===== config.mk =====
export PLATFORM = sky130hd
export DESIGN_NAME = alu_op_issuer
export DESIGN_NICKNAME = d
export VERILOG_FILES = /design/src/rtl/alu_pkg.sv /design/src/rtl/alu_cmd_fifo.sv /design/src/rtl/alu_op_issuer.sv
export SDC_FILE = /design/constraint.sdc
export NUM_CORES = 1
export LEC_CHECK = 0
export BUFFER_PORTS_ARGS = -buffer_cell sky130_fd_sc_hd__buf_2
export CAP_MARGIN = 40
export CORE_MARGIN = 2
export CORE_UTILIZATION = 25
export CTS_CLUSTER_DIAMETER = 40
export CTS_CLUSTER_SIZE = 28
export DETAILED_ROUTE_END_ITERATION = 6
export GPL_TIMING_DRIVEN = 0
export PLACE_DENSITY = 0.49
export SETUP_SLACK_MARGIN = 0.02
export SLEW_MARGIN = 30
export SYNTH_ARGS = -nofsm -noshare
export SYNTH_HDL_FRONTEND = slang
export SYNTH_SLANG_ARGS = --single-unit

===== constraint.sdc =====
create_clock -name clk -period 4.22 [get_ports clk]
set_input_delay 0.844 -clock clk [delete_from_list [all_inputs] [get_ports clk]]
set_output_delay 0.844 -clock clk [all_outputs]
set_load 0.05 [all_outputs]

===== src/rtl/alu_pkg.sv =====
`default_nettype none
// +------------------------------------------------------------------+
// | alu_pkg : shared types and constants for the ALU command issuer  |
// | Revision : 1.0                                                   |
// +------------------------------------------------------------------+
package alu_pkg;

    typedef enum logic [1:0] {
        ST_IDLE  = 2'd0,
        ST_DRIVE = 2'd1,
        ST_WAIT  = 2'd2,
        ST_HOLD  = 2'd3
    } state_t;

    // Bit positions inside m_flags = {OFLOW, COUT, G, L, E}
    localparam int C_FLAG_E     = 0;
    localparam int C_FLAG_L     = 1;
    localparam int C_FLAG_G     = 2;
    localparam int C_FLAG_COUT  = 3;
    localparam int C_FLAG_OFLOW = 4;
    localparam int C_FLAG_W     = 5;

    localparam logic [3:0] C_CMD_MUL_INC = 4'd9;
    localparam logic [3:0] C_CMD_MUL_SHL = 4'd10;

    // Arithmetic-mode multiplies need one extra result cycle
    function automatic logic lat_is_long(input logic mode, input logic [3:0] cmd);
        return mode && ((cmd == C_CMD_MUL_INC) || (cmd == C_CMD_MUL_SHL));
    endfunction

endpackage
`default_nettype wire


===== src/rtl/alu_cmd_fifo.sv =====
`default_nettype none
// +------------------------------------------------------------------+
// | alu_cmd_fifo : power-of-two command queue, push/pop same edge OK |
// | Revision : 1.0                                                   |
// +------------------------------------------------------------------+
module alu_cmd_fifo #(
    parameter int WIDTH = 24,
    parameter int DEPTH = 4
) (
    input  logic                       clk,
    input  logic                       rst,
    input  logic                       push,
    input  logic [WIDTH-1:0]           wdata,
    input  logic                       pop,
    output logic [WIDTH-1:0]           rdata,
    output logic                       full,
    output logic                       empty,
    output logic [$clog2(DEPTH):0]     count
);
    localparam int C_AW = $clog2(DEPTH);

    logic [WIDTH-1:0] r_mem [DEPTH];
    logic [C_AW-1:0]  r_wr_ptr;
    logic [C_AW-1:0]  r_rd_ptr;
    logic [C_AW:0]    r_count;
    logic             w_push;
    logic             w_pop;

    // A full queue refuses the push even when a pop frees a slot this edge
    assign w_push = push && !full;
    assign w_pop  = pop && !empty;

    assign full  = (r_count == (C_AW+1)'(DEPTH));
    assign empty = (r_count == '0);
    assign count = r_count;
    assign rdata = r_mem[r_rd_ptr];

    always_ff @(posedge clk) begin
        if (w_push) begin
            r_mem[r_wr_ptr] <= wdata;
        end
    end

    always_ff @(posedge clk or posedge rst) begin
        if (rst) begin
            r_wr_ptr <= '0;
            r_rd_ptr <= '0;
            r_count  <= '0;
        end else begin
            if (w_push) r_wr_ptr <= r_wr_ptr + 1'b1;
            if (w_pop)  r_rd_ptr <= r_rd_ptr + 1'b1;
            case ({w_push, w_pop})
                2'b10:   r_count <= r_count + 1'b1;
                2'b01:   r_count <= r_count - 1'b1;
                default: r_count <= r_count;
            endcase
        end
    end

endmodule
`default_nettype wire


===== src/rtl/alu_op_issuer.sv =====
`default_nettype none
// +------------------------------------------------------------------+
// | alu_op_issuer : queues host commands and issues them one at a    |
// | time to the ALU. Optional macro ALU_ISSUE_STATS_EN adds counters.|
// | Revision : 1.0                                                   |
// +------------------------------------------------------------------+
`ifndef DATA_WIDTH
`define DATA_WIDTH 8
`endif
module alu_op_issuer
    import alu_pkg::*;
#(
    parameter int DATA_WIDTH = `DATA_WIDTH,
    parameter int FIFO_DEPTH = 4
) (
    input  logic                  clk,
    input  logic                  rst,
    input  logic                  s_valid,
    output logic                  s_ready,
    input  logic [DATA_WIDTH-1:0] s_opa,
    input  logic [DATA_WIDTH-1:0] s_opb,
    input  logic [1:0]            s_inp_valid,
    input  logic [3:0]            s_cmd,
    input  logic                  s_mode,
    input  logic                  s_cin,
    output logic                  CE,
    output logic                  MODE,
    output logic [DATA_WIDTH-1:0] OPA,
    output logic [DATA_WIDTH-1:0] OPB,
    output logic [1:0]            INP_VALID,
    output logic [3:0]            CMD,
    output logic                  CIN,
    input  logic [DATA_WIDTH+1:0] RES,
    input  logic                  ERR,
    input  logic                  OFLOW,
    input  logic                  COUT,
    input  logic                  G,
    input  logic                  L,
    input  logic                  E,
    output logic                  m_valid,
    input  logic                  m_ready,
    output logic [DATA_WIDTH+1:0] m_res,
    output logic                  m_err,
    output logic [4:0]            m_flags
`ifdef ALU_ISSUE_STATS_EN
    ,
    output logic [15:0]           issued_cnt,
    output logic [15:0]           err_cnt
`endif
);
    localparam int C_CMD_W = 2*DATA_WIDTH + 8;

    state_t                    r_state;
    state_t                    w_state_nxt;
    logic                      r_rst_done;
    logic                      r_lat;
    logic [C_CMD_W-1:0]        w_push_data;
    logic [C_CMD_W-1:0]        w_head;
    logic                      w_full;
    logic                      w_empty;
    logic [$clog2(FIFO_DEPTH):0] w_q_count_unused;
    logic                      w_pop;
    logic                      w_capture;
    logic                      w_lat_load;
    logic                      w_lat_dec;
    logic                      w_mvalid_clr;
    logic [C_FLAG_W-1:0]       w_flags;

    assign s_ready     = r_rst_done && !w_full;
    assign w_push_data = {s_mode, s_cin, s_cmd, s_inp_valid, s_opa, s_opb};

    alu_cmd_fifo #(
        .WIDTH (C_CMD_W),
        .DEPTH (FIFO_DEPTH)
    ) u_fifo (
        .clk   (clk),
        .rst   (rst),
        .push  (s_valid && s_ready),
        .wdata (w_push_data),
        .pop   (w_pop),
        .rdata (w_head),
        .full  (w_full),
        .empty (w_empty),
        .count (w_q_count_unused)
    );

    always_comb begin
        w_flags               = '0;
        w_flags[C_FLAG_E]     = E;
        w_flags[C_FLAG_L]     = L;
        w_flags[C_FLAG_G]     = G;
        w_flags[C_FLAG_COUT]  = COUT;
        w_flags[C_FLAG_OFLOW] = OFLOW;
    end

    always_ff @(posedge clk or posedge rst) begin
        if (rst) begin
            r_state    <= ST_IDLE;
            r_rst_done <= 1'b0;
        end else begin
            r_state    <= w_state_nxt;
            r_rst_done <= 1'b1;
        end
    end

    always_comb begin
        w_state_nxt  = r_state;
        w_pop        = 1'b0;
        w_capture    = 1'b0;
        w_lat_load   = 1'b0;
        w_lat_dec    = 1'b0;
        w_mvalid_clr = 1'b0;
        case (r_state)
            ST_IDLE: begin
                if (!w_empty) begin
                    w_pop       = 1'b1;
                    w_state_nxt = ST_DRIVE;
                end
            end
            ST_DRIVE: begin
                w_lat_load  = 1'b1;
                w_state_nxt = ST_WAIT;
            end
            ST_WAIT: begin
                if (!r_lat) begin
                    w_capture   = 1'b1;
                    w_state_nxt = ST_HOLD;
                end else begin
                    w_lat_dec   = 1'b1;
                end
            end
            ST_HOLD: begin
                // Accepted result frees the ALU; issue the next command on the same edge
                if (m_ready) begin
                    w_mvalid_clr = 1'b1;
                    if (!w_empty) begin
                        w_pop       = 1'b1;
                        w_state_nxt = ST_DRIVE;
                    end else begin
                        w_state_nxt = ST_IDLE;
                    end
                end
            end
            default: w_state_nxt = ST_IDLE;
        endcase
    end

    always_ff @(posedge clk or posedge rst) begin
        if (rst) begin
            CE        <= 1'b0;
            MODE      <= 1'b0;
            OPA       <= '0;
            OPB       <= '0;
            INP_VALID <= 2'b00;
            CMD       <= 4'd0;
            CIN       <= 1'b0;
            r_lat     <= 1'b0;
            m_valid   <= 1'b0;
            m_res     <= '0;
            m_err     <= 1'b0;
            m_flags   <= '0;
        end else begin
            if (w_pop) begin
                CE        <= 1'b1;
                MODE      <= w_head[C_CMD_W-1];
                CIN       <= w_head[C_CMD_W-2];
                CMD       <= w_head[C_CMD_W-3 -: 4];
                INP_VALID <= w_head[2*DATA_WIDTH+1 -: 2];
                OPA       <= w_head[2*DATA_WIDTH-1 -: DATA_WIDTH];
                OPB       <= w_head[DATA_WIDTH-1:0];
            end
            if (w_lat_load) begin
                r_lat <= lat_is_long(MODE, CMD);
            end else if (w_lat_dec) begin
                r_lat <= 1'b0;
            end
            if (w_capture) begin
                CE        <= 1'b0;
                INP_VALID <= 2'b00;
                m_valid   <= 1'b1;
                m_res     <= RES;
                m_err     <= ERR;
                m_flags   <= w_flags;
            end else if (w_mvalid_clr) begin
                m_valid   <= 1'b0;
            end
        end
    end

`ifdef ALU_ISSUE_STATS_EN
    always_ff @(posedge clk or posedge rst) begin
        if (rst) begin
            issued_cnt <= 16'd0;
            err_cnt    <= 16'd0;
        end else if (w_capture) begin
            if (issued_cnt != 16'hFFFF) issued_cnt <= issued_cnt + 16'd1;
            if (ERR && (err_cnt != 16'hFFFF)) err_cnt <= err_cnt + 16'd1;
        end
    end
`endif

endmodule
`default_nettype wire


==> metrics.md <==
| Metric | Value |
|---|---|
| Row count | `55` |
| Largest net degree at the start of global routing | `35` |
| Final net count | `~450` |
| Distinct cells, synth | `30` |
| First-pass GRT wire length | `17780 µm` |
| Fmax | `0.3436 GHz` |
| Number of port buffers | `86` |
| First-pass detailed-route iteration total | `4` |
| Total CTS buffers | `17` |
| Tot Pwr | `around 0.0058 W` |
| GRT overflow | `0` |
| Crit Path Category | `flip-flop to flip-flop` |
| DIE AREA | `24280 µm²` |
| Antenna viol nets, final | `0` |
| Commonest cells in the netlist | `edfxtp_1, dfrtp_1, mux2_2` |
| Via-per-instance ratio | `4.198` |
| Largest cells by area after synthesis | `edfxtp_1, dfrtp_1, mux2_2, mux4_2, mux4_1` |
| Final Wtd Congestion | `0.6478` |
| Clock skew | `0.008610 ns` |
| Die Wd | `about 160 µm` |
| Core footprint | `around 23000 µm²` |
| Mapped Cells | `288` |
| CP max stage cell | `nor3_4` |
| Initial antenna violation count | `1` |
| Worst Setup End Kind | `flip-flop` |
| Power Density | `about 800 nW/µm²` |
| Top-level I/O count | `87` |
| CP max FO | `10` |
| Die Y-Extent | `155.8 µm` |
| CTS Hold Bufs | `0` |
| Synthesis Warnings | `0` |
| RSZ-0062 raised after global routing | `false` |
| Post-synth top area share | `50.02%` |
| Worst setup SP type | `flip-flop` |
| R2R depth | `10` |
| Initial Util | `25.45%` |
| Drt total wl | `around 12000 µm` |
| Vias in the first global route | `3172` |
| CP Data Required Time | `4.56 ns` |
| R2R Setup Slk | `roughly 1.3 ns` |
| Crit path cell chain | `inv_1, ha_1, nor3_4, buf_6, ha_1, inv_1, fa_1, xor2_1, nor2_1, xor2_1` |
| Final hold viol count | `0` |
| Drt initial violations | `151` |
| Actual slew at the worst max-slew pin | `approximately 0.73 ns` |
| Htree depth | `4` |
| Register bit total from synthesis | `between 100 and 150` |
| Detailed Place HPWL | `7968 µm` |
| Syn Area/Cell | `between 20 and 25 µm²` |
| Area of the mapped netlist | `around 5800 µm²` |
| Worst rel slew slack | `just over 50%` |
| Buf+Inv Stages, Crit Path | `3` |
| Outcome | `finished, final reports clean` |
| Pleak | `2.789 nW` |
| Layout area overhead | `25.88%` |
| Most common cell in the netlist | `edfxtp_1` |
| Share of layout cells above drive strength 1 | `47.45%` |
| Max-Cap Viols | `0` |
| DR vias | `between 2000 and 3000` |
| Clock latency on the worst-skew pair | `0.42 ns` |
| ANT cells | `0` |
| Leading area contributor after synthesis | `edfxtp_1` |
| Worst R2R End | `u_fifo.count[2]` |
| Syn_nets | `343` |
| Final period util | `68.97%` |
| Maximum clock insertion buffer count | `2` |
| Post-synth EDFFs | `96` |
| Worst r2r src | `r_state[0]` |
| Global Route Usage Sum | `10.14%` |
| Min Clock Period, post-route | `2.911 ns` |
| Max-slew violation count | `0` |
| Drt wl/cell | `16.63 µm` |
| Ys flop type | `edfxtp_1` |
| Peak supply drop | `between 0.0002 and 0.0003 V` |
| Asr flop ratio synth | `35.57%` |
| Sequential share of the synthesized area | `73.04%` |
| Residual DRC | `0` |
| Root buf cell | `clkbuf_16` |
| # clock sinks | `149` |
| Clk pin slew, worst setup/hold paths | `0.06 ns` |
| CTS tree | `built` |
| Post_cts resized | `0` |
| Setup TNS | `0 ns` |
| Worst endpoint data arrival time | `3.25 ns` |
| WP depth | `10` |
| Final setup viols | `0` |
| Slowest stage delay, CP | `0.60 ns` |
| Hold WC Path Type | `input pin to asynchronous set/reset pin` |
| Setup Buffers After CTS | `0` |
| Delay-heaviest family, CP | `adder cells` |
-- per-layer routing --
| metal | global-route usage (%) | routed length [µm] | vias up |
|---|---|---|---|
| met3 | 3.667 | 660 | 13 |
| li1 | - | - | 1331 |
| met4 | 3.713 | 138 | 2 |
| met2 | 17.02 | 5708 | 83 |
| met1 | 11.98 | 5061 | 1493 |
| met5 | 0 | 7 | - |
-- report_power, final --
group	total [W]	internal (W)	switching (W)
Combinational	0.00231	0.000867	0.00144
Sequential	0.00210	0.00193	0.000170
Clock	0.00144	0.000835	0.000603
Total	0.00584	0.00363	0.00221
-- flip-flops by register name, summed over array words and instances, names as in the netlist, 2 cells and up --
| signal | count |
|---|---|
| OPA | 8 |
| u_fifo.r_rd_ptr | 2 |
| u_fifo.r_wr_ptr | 2 |
| m_flags | 5 |
| OPB | 8 |
| m_res | 10 |
| u_fifo.r_mem | 96 |
| CMD | 4 |
| r_state | 2 |
| u_fifo.count | 3 |
| INP_VALID | 2 |
-- placed cells by master, fill, tap and decap left out, types with 2 or more instances in the layout --
cell | netlist | routed
clkinv_2 | 0 | 3
buf_2 | 3 | 89
inv_6 | 0 | 3
clkinv_4 | 0 | 3
buf_6 | 5 | 5
nor2b_1 | 2 | 2
inv_1 | 11 | 10
o21ai_0 | 2 | 2
clkbuf_1 | 2 | 3
edfxtp_1 | 96 | 96
and3_2 | 0 | 4
mux4_2 | 18 | 18
nand2_1 | 7 | 7
nor2_1 | 7 | 7
clkinvlp_4 | 0 | 2
mux2_2 | 40 | 40
a21oi_1 | 2 | 2
xor2_1 | 3 | 3
xnor2_1 | 4 | 4
clkbuf_16 | 0 | 17
mux4_1 | 6 | 6
buf_16 | 0 | 4
mux2i_1 | 2 | 2
dfrtp_1 | 53 | 53
ha_1 | 10 | 10
-- final cells by class --
class / count / area [µm²]
Tap cell: 285 / 356.6
Multi-Input combinational cell: 118 / 1439
Buffer: 10 / 78.83
Inverter: 11 / 43.79
Clock buffer: 19 / 442.9
Timing Repair Buffer: 91 / 560.5
Fill cell: 2193 / 15390
Sequential cell: 149 / 4209
Clock inverter: 13 / 123.9
-- kinds of logic (layout without fill, tap and decap cells) --
logic type / count (synthesis) / in the layout / share of synthesized area [%]
DFF: 149 / 149 / 73.04
muxes: 66 / 66 / 17.93
and+or+nand+nor: 24 / 24 / 2.280
buffers and inverters: 21 / 144 / 2.084
adders and majority gates: 11 / 11 / 2.518
AOI/OAI and AO/OA: 9 / 9 / 1.021
xor gates and xnor gates: 7 / 7 / 1.064
other: 1 / 1 / 0.06507
-- stage by stage --
step	util, %	cell area, µm²	instances	worst slack, ns	hold WS, ns
2_1_floorplan	-	5763	288	1.525	0.4697
3_3_place_gp	28.93	6550	659	1.148	0.4580
4_1_cts	32.04	7254	696	1.248	0.3782
6_report	32.04	7254	696	1.309	0.3831
5_1_grt	32.04	7254	696	1.074	0.3932
3_5_place_dp	29.54	6688	664	1.145	0.4614
-- worst max-delay path by stage --
stage	start	end
global placement	rst	OPA[6]
CTS	r_state[0]	u_fifo.count[2]
global route	r_state[0]	u_fifo.count[2]
finish	r_state[0]	u_fifo.count[2]
floorplan	u_fifo.count[0]	u_fifo.count[1]
detailed placement	m_ready	u_fifo.count[2]
-- worst reg2reg max path, stage by stage, from the launching register on --
cell,delay (ns)
dfrtp_1,0.44
inv_1,0.12
ha_1,0.35
nor3_4,0.60
buf_6,0.27
ha_1,0.21
inv_1,0.06
fa_1,0.37
xor2_1,0.15
nor2_1,0.11
xor2_1,0.15
No activity file was read; power rests on OpenSTA's default activity.
